**src/rtl/hazard_ctrl.sv**
```systemverilog
// hazard_ctrl: ID-stage scoreboard hazard unit producing stall, branch-operand forwarding and a mult/div interlock.
// Define HAZ_FWD_EN for forwarding; without it any match outside the WB slot stalls.
module hazard_ctrl #(
    parameter int REG_AW  = 5,
    parameter int TW      = 2,
    parameter int DEPTH   = 3,
    parameter int MD_LAT  = 5,
    parameter int DIV_LAT = 10,
    parameter int SW      = 2
) (
    input  logic              clk,
    input  logic              reset,
    input  logic              id_valid,
    input  logic [REG_AW-1:0] id_rs,
    input  logic [REG_AW-1:0] id_rt,
    input  logic              id_use_rs,
    input  logic              id_use_rt,
    input  logic [TW-1:0]     id_tuse_rs,
    input  logic [TW-1:0]     id_tuse_rt,
    input  logic [REG_AW-1:0] id_wa,
    input  logic [TW-1:0]     id_tnew,
    input  logic              id_md_start,
    input  logic              id_md_div,
    input  logic              id_md_use,
    output logic              stall,
    output logic [SW-1:0]     fwd_rs_sel,
    output logic [SW-1:0]     fwd_rt_sel,
    output logic              md_busy
);
    localparam int CW = $clog2((DIV_LAT > MD_LAT ? DIV_LAT : MD_LAT) + 1);

    logic [REG_AW-1:0] sb_wa   [DEPTH];
    logic [TW-1:0]     sb_tnew [DEPTH];
    logic [CW-1:0]     md_cnt;
    logic [REG_AW-1:0] src [2];
    logic [1:0]        use_s;
    logic [1:0]        hz;
    logic [SW-1:0]     sel [2];
    logic              accept;

    assign src[0] = id_rs;
    assign src[1] = id_rt;
    assign use_s  = {id_use_rt, id_use_rs};

`ifdef HAZ_FWD_EN
    logic [TW-1:0] tuse [2];
    assign tuse[0] = id_tuse_rs;
    assign tuse[1] = id_tuse_rt;
`else
    logic unused_tuse;
    assign unused_tuse = ^{id_tuse_rs, id_tuse_rt};
`endif

    // Scan oldest to youngest so the lowest-index match overrides.
    always_comb begin
        for (int s = 0; s < 2; s++) begin
            hz[s]  = 1'b0;
            sel[s] = '0;
            for (int k = DEPTH - 1; k >= 0; k--) begin
                if (use_s[s] && src[s] != '0 && sb_wa[k] == src[s]) begin
`ifdef HAZ_FWD_EN
                    hz[s]  = {1'b0, sb_tnew[k]} > {1'b0, tuse[s]};
                    sel[s] = (sb_tnew[k] == '0) ? SW'(k + 1) : '0;
`else
                    hz[s]  = k < DEPTH - 1;
                    sel[s] = '0;
`endif
                end
            end
        end
    end

    assign md_busy    = md_cnt != '0;
    assign stall      = id_valid && (hz[0] || hz[1] || (id_md_use && md_busy));
    assign accept     = id_valid && !stall;
    assign fwd_rs_sel = sel[0];
    assign fwd_rt_sel = sel[1];

    always_ff @(posedge clk or negedge reset) begin
        if (!reset) begin
            sb_wa   <= '{default: '0};
            sb_tnew <= '{default: '0};
            md_cnt  <= '0;
        end else begin
            sb_wa[0]   <= accept ? id_wa : '0;
            sb_tnew[0] <= accept ? id_tnew : '0;
            for (int k = 1; k < DEPTH; k++) begin
                sb_wa[k]   <= sb_wa[k-1];
                sb_tnew[k] <= sb_tnew[k-1] - TW'(sb_tnew[k-1] != '0);
            end
            md_cnt <= (accept && id_md_start) ? (id_md_div ? CW'(DIV_LAT) : CW'(MD_LAT))
                                              : md_cnt - CW'(md_busy);
        end
    end
endmodule
```
**config.mk**
```make
export PLATFORM = sky130hd
export DESIGN_NAME = hazard_ctrl
export DESIGN_NICKNAME = d
export VERILOG_FILES = /design/src/rtl/hazard_ctrl.sv
export SDC_FILE = /design/constraint.sdc
export NUM_CORES = 1
export LEC_CHECK = 0
export CAP_MARGIN = 10
export CORE_MARGIN = 1.5
export CORE_UTILIZATION = 41
export DETAILED_ROUTE_END_ITERATION = 7
export GPL_ROUTABILITY_DRIVEN = 0
export PLACE_DENSITY = 0.8
export SYNTH_ARGS = -nofsm -noshare
export SYNTH_HDL_FRONTEND = slang
export SYNTH_SLANG_ARGS = --single-unit
```
**constraint.sdc**
```tcl
create_clock -name clk -period 3.5 [get_ports clk]
set_input_delay 0.7 -clock clk [delete_from_list [all_inputs] [get_ports clk]]
set_output_delay 0.7 -clock clk [all_outputs]
set_load 0.03 [all_outputs]
```
==> impl_metrics.xml, run 1 <==
<?xml version="1.0" encoding="UTF-8"?>
<metrics>
  <group name="clocking">
    <metric name="max-clock-path-buffers" unit="">2</metric>
    <metric name="h_tree_depth_reported_by_cts" unit="">1</metric>
    <metric name="post_cts.repair.setup_buffers" unit="">0</metric>
    <metric name="cts_tree" unit="">yes</metric>
    <metric name="root_buffer" unit="">clkbuf_4</metric>
    <metric name="clock-sinks" unit="">14</metric>
    <metric name="holdBufCountCts" unit="">0</metric>
    <metric name="clk_transition_reported_paths" unit="ns">0.08</metric>
    <metric name="worstSkewPairLatency" unit="ns">0.27</metric>
    <metric name="cts_buffers" unit="">3</metric>
  </group>
  <group name="timing">
    <metric name="whs" unit="ns">0.4431</metric>
    <metric name="grt_setup_unrepaired" unit="">false</metric>
    <metric name="timing.final.crit_share" unit="%">98.90</metric>
    <metric name="hold_violations" unit="">0</metric>
    <metric name="final_max_slew_viol_count" unit="">0</metric>
    <metric name="post-route-min-period" unit="ns">3.461</metric>
    <metric name="fmax" unit="MHz">288.9</metric>
    <metric name="setup_violations" unit="">0</metric>
    <metric name="clock_skew_after_layout" unit="ns">0.003066</metric>
    <metric name="timing.slew.headroom" unit="%">61.33</metric>
    <metric name="finalSetupTns" unit="ns">0</metric>
    <metric name="actual_slew_at_the_worst_max_slew_pin" unit="ns">0.5783</metric>
  </group>
  <group name="logic_synthesis">
    <metric name="yosys.area.top_type_share" unit="%">43.14</metric>
    <metric name="post_synth_inst_count" unit="">76</metric>
    <metric name="synthesis.area_per_instance" unit="um^2">10.68</metric>
    <metric name="synth-seq-cells" unit="">14</metric>
    <metric name="biggest_area_consumer_among_synthesized_cells" unit="">dfrtp_1</metric>
    <metric name="synth_top_cells_by_area" unit="">dfrtp_1, xnor2_1, mux2i_1, and3_2, buf_4</metric>
    <metric name="synthesis.area" unit="um^2">812.0</metric>
    <metric name="synthesis.yosys.warnings" unit="">0</metric>
    <metric name="synth_seq_area_share" unit="%">43.14</metric>
    <metric name="yosys.cell_types.count" unit="">18</metric>
  </group>
  <group name="setup_path">
    <metric name="crit_path_end_kind" unit="">output pin</metric>
    <metric name="critical_path.startpoint_type" unit="">input port</metric>
    <metric name="timing.critical_path.arrival" unit="ns">2.76</metric>
    <metric name="worst-path-max-fanout" unit="">2</metric>
    <metric name="criticalPathCategory" unit="">in2out</metric>
    <metric name="cp_data_required_time" unit="ns">2.80</metric>
  </group>
  <group name="pwr">
    <metric name="share_comb_of_total_power" unit="%">38.3</metric>
    <metric name="seq_power_share" unit="%">40.9</metric>
    <metric name="netsw" unit="uW">166.2</metric>
    <metric name="vdd_ir_drop_max" unit="mV">0.3183</metric>
    <metric name="internal-power" unit="uW">372.5</metric>
    <metric name="p_sw_share" unit="%">30.86</metric>
    <metric name="powerDensity" unit="nW/um^2">456.5</metric>
    <metric name="p_clk_share" unit="%">20.8</metric>
    <metric name="p_leak" unit="uW">0.0005367</metric>
  </group>
  <group name="place">
    <metric name="dpl.hpwl" unit="um">1376</metric>
    <metric name="port-buffer-count" unit="">24</metric>
  </group>
  <group name="drt">
    <metric name="initialDrtViolationCount" unit="">5</metric>
    <metric name="dr.pass1.iters" unit="">4</metric>
    <metric name="vias" unit="">652</metric>
    <metric name="totalWireLength" unit="um">1658</metric>
    <metric name="detail_route.drc_violations" unit="">0</metric>
    <metric name="wl_per_cell" unit="um">12.01</metric>
    <metric name="routed_via_density" unit="">4.725</metric>
    <metric name="route.antenna.remaining_nets" unit="">0</metric>
  </group>
  <group name="floorplanning">
    <metric name="dieHeight" unit="um">47.51</metric>
    <metric name="boundaryPins" unit="">35</metric>
    <metric name="die_w" unit="um">47.51</metric>
    <metric name="placement_rows" unit="">15</metric>
    <metric name="die-area" unit="um^2">2257</metric>
    <metric name="initial_core_utilization" unit="%">45.07</metric>
    <metric name="core_area" unit="um^2">1802</metric>
  </group>
  <group name="global_routing">
    <metric name="grt_antenna_before_repair" unit="">0</metric>
    <metric name="grt_first_pass_wirelength" unit="um">2608</metric>
    <metric name="grt_start_max_net_pins" unit="">15</metric>
    <metric name="grt_pass1_vias" unit="">658</metric>
    <metric name="grtUsageTotal" unit="%">17.37</metric>
    <metric name="grt-ovfl-total" unit="">0</metric>
  </group>
  <group name="finish">
    <metric name="layout.nets" unit="">145</metric>
    <metric name="nFillCells" unit="">153</metric>
    <metric name="area.growth.synth_to_final" unit="%">45.30</metric>
    <metric name="final_util" unit="%">65.49</metric>
    <metric name="antennaDiodeCount" unit="">0</metric>
    <metric name="drive_above_1_share" unit="%">20.35</metric>
  </group>
  <group name="flow_run">
    <metric name="maxCapViolations" unit="">0</metric>
  </group>
  <group name="status">
    <metric name="status" unit="">complete, no violations</metric>
  </group>
  <group name="min_path">
    <metric name="hold_path_class" unit="">reg2reg</metric>
  </group>
</metrics>
-- cell usage in the layout (no fill, tap or decap), drive strengths merged, types with 3 or more instances in the layout --
master,n
and3,5
buf,11
clkbuf,4
clkdlybuf4s50,22
conb,4
dfrtp,14
inv,3
mux2i,4
nand2,6
nand3,5
xnor2,21
-- logic make-up (layout without fill, tap and decap cells) --
group	after synthesis	after routing	share of synthesized area, %
XOR/XNOR	22	22	23.73
AND/OR/NAND/NOR	21	21	14.95
flip-flops	14	14	43.14
buffers and inverters	7	41	5.085
AO/OA/AOI/OAI	5	5	4.622
multiplexers	4	4	4.931
adder cells (fa/ha/maj)	2	2	3.081
other	1	4	0.4618
-- layout make-up --
cell class	count	area, um^2	area share (%)
timing repair buffer	34	315.3	26.72
tap	25	31.28	2.651
clock buffer	4	36.28	3.075
multi-input combinational	58	435.4	36.90
sequential	14	350.3	29.69
inverter	3	11.26	0.9544
-- power groups by stage --
stage | combinational, uW | sequential, uW | clock (uW)
global route | 234 | 225 | 121
CTS | 208 | 220 | 116
floorplan | 133 | 218 | 0
detailed placement | 207 | 223 | 0
finish | 207 | 220 | 112
global placement | 199 | 221 | 0
-- metal layers --
| metal | track usage (%) | wire, um |
|---|---|---|
| met2 | 29.46 | 791 |
| met1 | 19.18 | 696 |
| met5 | 0 | 0 |
| met3 | 1.509 | 107 |
| met4 | 15.56 | 62 |
-- stage by stage --
| step | std cells | setup slack (ns) | power (uW) | area (um^2) |
|---|---|---|---|---|
| 6_report | 138 | 0.03860 | 538.7 | 1180 |
| 3_5_place_dp | 134 | -0.3989 | 430.5 | 1140 |
| 4_1_cts | 138 | 0.02124 | 544.5 | 1171 |
| 5_1_grt | 138 | 0.009308 | 580.1 | 1180 |
| 2_1_floorplan | 79 | 0.5085 | 350.8 | 823.3 |
| 3_3_place_gp | 134 | -0.4313 | 419.9 | 1140 |
-- synth_stat cells, drive strengths merged --
library cell   n
a222oi         1
and2b          1
and3           5
buf            4
conb           1
dfrtp         14
ha             2
inv            3
mux2i          4
nand2          6
nand3          5
nor2           2
o21a           2
o22ai          2
or4            2
xnor2         21
xor2           1
-- critical path: stages --
cell and delay (ns):
clkdlybuf4s50_1 0.43, or4_4 0.52, o21a_1 0.18, a222oi_1 0.38, buf_4 0.18, and2b_2 0.20
buf_4 0.16
-- state kept, by name, indices dropped and copies added (netlist names) --
signal and flops:
sb_wa 10, md_cnt 4
-- path summary, 6_finish.rpt --
check,cells past startpoint,from,end,slack [ns]
min,0,sb_wa[14]$_DFF_PN0_,sb_wa[9]$_DFF_PN0_,0.44
max reg2reg,8,sb_wa[10]$_DFF_PN0_,md_cnt[0]$_DFF_PN0_,1.67
max in group asynchronous,1,reset,sb_wa[7]$_DFF_PN0_,2.33
min in group asynchronous,1,reset,md_cnt[1]$_DFF_PN0_,0.79
max,7,id_rt[2],stall,0.04
min reg2reg,0,sb_wa[14]$_DFF_PN0_,sb_wa[9]$_DFF_PN0_,0.44
-- repair_timing --
item | in CTS | in global routing
pin swaps | 1 | 1
endpoints found under the hold margin | 0 | 0
setup endpoints to repair | 1 | 1
resized for setup | 5 | 4
(Power assumes the default switching activity.)
==> inputs of run 2 (changes only) <==
--- a/config.mk
+++ b/config.mk
@@ -10,7 +10,8 @@
 export CORE_UTILIZATION = 41
 export DETAILED_ROUTE_END_ITERATION = 7
 export GPL_ROUTABILITY_DRIVEN = 0
-export PLACE_DENSITY = 0.8
+export MAX_ROUTING_LAYER = met4
+export PLACE_DENSITY = 0.78
 export SYNTH_ARGS = -nofsm -noshare
 export SYNTH_HDL_FRONTEND = slang
 export SYNTH_SLANG_ARGS = --single-unit
==> impl_metrics.xml, run 2 (synthesized netlist as in run 1, its figures left out) <==
<?xml version="1.0" encoding="UTF-8"?>
<metrics>
  <group name="setup_path">
    <metric name="worst-r2r-setup-slack" unit="ns">1.71</metric>
    <metric name="timing.critical_path.arrival" unit="ns">2.73</metric>
    <metric name="critical-path-top-delay-family" unit="">buffers and inverters</metric>
    <metric name="timing.critical_path.buf_inv" unit="">3</metric>
    <metric name="critical_path.startpoint_type" unit="">input port</metric>
    <metric name="criticalPathCategory" unit="">in2out</metric>
    <metric name="path_cells" unit="">clkdlybuf4s50_1 -&gt; or4_4 -&gt; o21a_1 -&gt; a222oi_1 -&gt; buf_4 -&gt; and2b_2 -&gt; clkbuf_4</metric>
    <metric name="cp_slowest_stage_delay" unit="ns">0.53</metric>
    <metric name="crit_path_end_kind" unit="">output pin</metric>
    <metric name="cp_data_required_time" unit="ns">2.80</metric>
    <metric name="worst-path-max-fanout" unit="">2</metric>
    <metric name="crit_slowest_cell" unit="">or4_4</metric>
  </group>
  <group name="finish">
    <metric name="drive_above_1_share" unit="%">20.54</metric>
    <metric name="area.growth.synth_to_final" unit="%">44.07</metric>
    <metric name="layout.nets" unit="">145</metric>
    <metric name="antennaDiodeCount" unit="">0</metric>
    <metric name="largest_registers_ranked_by_flip_flop_count" unit="">sb_wa (10), md_cnt (4)</metric>
    <metric name="final_util" unit="%">64.93</metric>
    <metric name="nFillCells" unit="">152</metric>
    <metric name="regMostFlops" unit="">sb_wa</metric>
    <metric name="largest_reg_flops" unit="">10</metric>
    <metric name="layout_common_cells" unit="">clkdlybuf4s50_1, xnor2_1, dfrtp_1</metric>
    <metric name="final_common_cell" unit="">clkdlybuf4s50_1</metric>
  </group>
  <group name="timing">
    <metric name="timing.slew.headroom" unit="%">61.86</metric>
    <metric name="grt_setup_unrepaired" unit="">false</metric>
    <metric name="actual_slew_at_the_worst_max_slew_pin" unit="ns">0.5702</metric>
    <metric name="post-route-min-period" unit="ns">3.429</metric>
    <metric name="timing.final.crit_share" unit="%">97.98</metric>
    <metric name="clock_skew_after_layout" unit="ns">0.0006884</metric>
    <metric name="hold_violations" unit="">0</metric>
    <metric name="final.setup.worst_slack" unit="ns">0.07072</metric>
    <metric name="final_max_slew_viol_count" unit="">0</metric>
    <metric name="setup_violations" unit="">0</metric>
    <metric name="fmax" unit="MHz">291.6</metric>
  </group>
  <group name="global_routing">
    <metric name="grt_pass1_vias" unit="">610</metric>
    <metric name="grtUsageTotal" unit="%">15.88</metric>
    <metric name="grt-ovfl-total" unit="">0</metric>
    <metric name="grt_start_max_net_pins" unit="">15</metric>
    <metric name="grt_antenna_before_repair" unit="">0</metric>
    <metric name="grt_first_pass_wirelength" unit="um">2415</metric>
  </group>
  <group name="floorplanning">
    <metric name="core_area" unit="um^2">1802</metric>
    <metric name="initial_core_utilization" unit="%">45.07</metric>
    <metric name="die-area" unit="um^2">2257</metric>
    <metric name="boundaryPins" unit="">35</metric>
    <metric name="dieHeight" unit="um">47.51</metric>
    <metric name="placement_rows" unit="">15</metric>
    <metric name="die_w" unit="um">47.51</metric>
  </group>
  <group name="pwr">
    <metric name="powerDensity" unit="nW/um^2">429.4</metric>
    <metric name="p_sw_share" unit="%">30.63</metric>
    <metric name="internal-power" unit="uW">348.5</metric>
    <metric name="netsw" unit="uW">153.9</metric>
    <metric name="seq_power_share" unit="%">43.7</metric>
    <metric name="p_leak" unit="uW">0.0005306</metric>
    <metric name="p_clk_share" unit="%">15.9</metric>
    <metric name="share_comb_of_total_power" unit="%">40.4</metric>
    <metric name="vdd_ir_drop_max" unit="mV">0.3220</metric>
  </group>
  <group name="clocking">
    <metric name="h_tree_depth_reported_by_cts" unit="">1</metric>
    <metric name="worstSkewPairLatency" unit="ns">0.26</metric>
    <metric name="max-clock-path-buffers" unit="">2</metric>
    <metric name="cts_tree" unit="">yes</metric>
    <metric name="holdBufCountCts" unit="">0</metric>
    <metric name="clk_transition_reported_paths" unit="ns">0.07</metric>
    <metric name="clock-sinks" unit="">14</metric>
    <metric name="root_buffer" unit="">clkbuf_4</metric>
    <metric name="cts_buffers" unit="">3</metric>
  </group>
  <group name="drt">
    <metric name="wl_per_cell" unit="um">10.69</metric>
    <metric name="routed_via_density" unit="">4.642</metric>
    <metric name="detail_route.drc_violations" unit="">0</metric>
    <metric name="vias" unit="">636</metric>
    <metric name="initialDrtViolationCount" unit="">7</metric>
    <metric name="route.antenna.remaining_nets" unit="">0</metric>
    <metric name="totalWireLength" unit="um">1464</metric>
    <metric name="dr.pass1.iters" unit="">4</metric>
  </group>
  <group name="place">
    <metric name="port-buffer-count" unit="">24</metric>
    <metric name="post-place-ws" unit="ns">-0.3618</metric>
  </group>
  <group name="flow_run">
    <metric name="maxCapViolations" unit="">0</metric>
  </group>
  <group name="status">
    <metric name="status" unit="">complete, no violations</metric>
  </group>
  <group name="min_path">
    <metric name="hold_path_class" unit="">reg2reg</metric>
  </group>
</metrics>
-- run 2: final cells by class --
cell class	instances	area (um^2)	area share [%]
multi-input cells	58	439.2	37.54
clock buffers	3	22.52	1.925
inverters	3	11.26	0.9626
flip-flops and latches	14	350.3	29.95
repair buffers	34	315.3	26.95
well taps	25	31.28	2.674
-- run 2: power by group through the flow --
stage                     Combinational [uW]  Sequential [uW]  Clock [uW]
final                                    203              219        79.8
after detailed placement                 201              223           0
after global placement                   196              221           0
after global routing                     227              224        92.4
after CTS                                206              220        84.1
after floorplan                          133              218           0
-- run 2: metal layers --
metal  vias up  GRT usage, %  wire length, um
li1        323             -                -
met3         0         1.132               80
met4         0         5.000                0
met5         -             -                0
met2        25         26.76              748
met1       288         20.29              636
-- run 2: final timing paths --
| check | from | endpoint | depth (start not counted) |
|---|---|---|---|
| setup reg to reg | sb_wa[10]$_DFF_PN0_ | md_cnt[0]$_DFF_PN0_ | 8 |
| hold / removal | sb_wa[12]$_DFF_PN0_ | sb_wa[7]$_DFF_PN0_ | 0 |
| hold reg to reg | sb_wa[12]$_DFF_PN0_ | sb_wa[7]$_DFF_PN0_ | 0 |
| min in group asynchronous | reset | md_cnt[2]$_DFF_PN0_ | 1 |
| setup / recovery | id_rt[1] | stall | 7 |
| max in group asynchronous | reset | sb_wa[13]$_DFF_PN0_ | 1 |
-- run 2: repair_timing --
action                                  4_1_cts  5_1_grt
buffers inserted                              1        0
gates resized for setup                       3        6
pin swaps                                     1        1
endpoints found under the setup margin        1        1
-- run 2: metrics by stage --
step / std cells / total power [uW] / instance area, um^2 / hold WS, ns / setup TNS [ns]
6_report: 137 / 502.4 / 1170 / 0.4449 / 0
5_1_grt: 137 / 543.9 / 1170 / 0.4754 / 0
4_1_cts: 137 / 509.7 / 1164 / 0.4541 / 0
3_5_place_dp: 133 / 424.6 / 1132 / 0.4382 / -0.3618
3_3_place_gp: 133 / 417.3 / 1132 / 0.4332 / -0.3275
2_1_floorplan: 79 / 350.8 / 823.3 / 0.4044 / 0
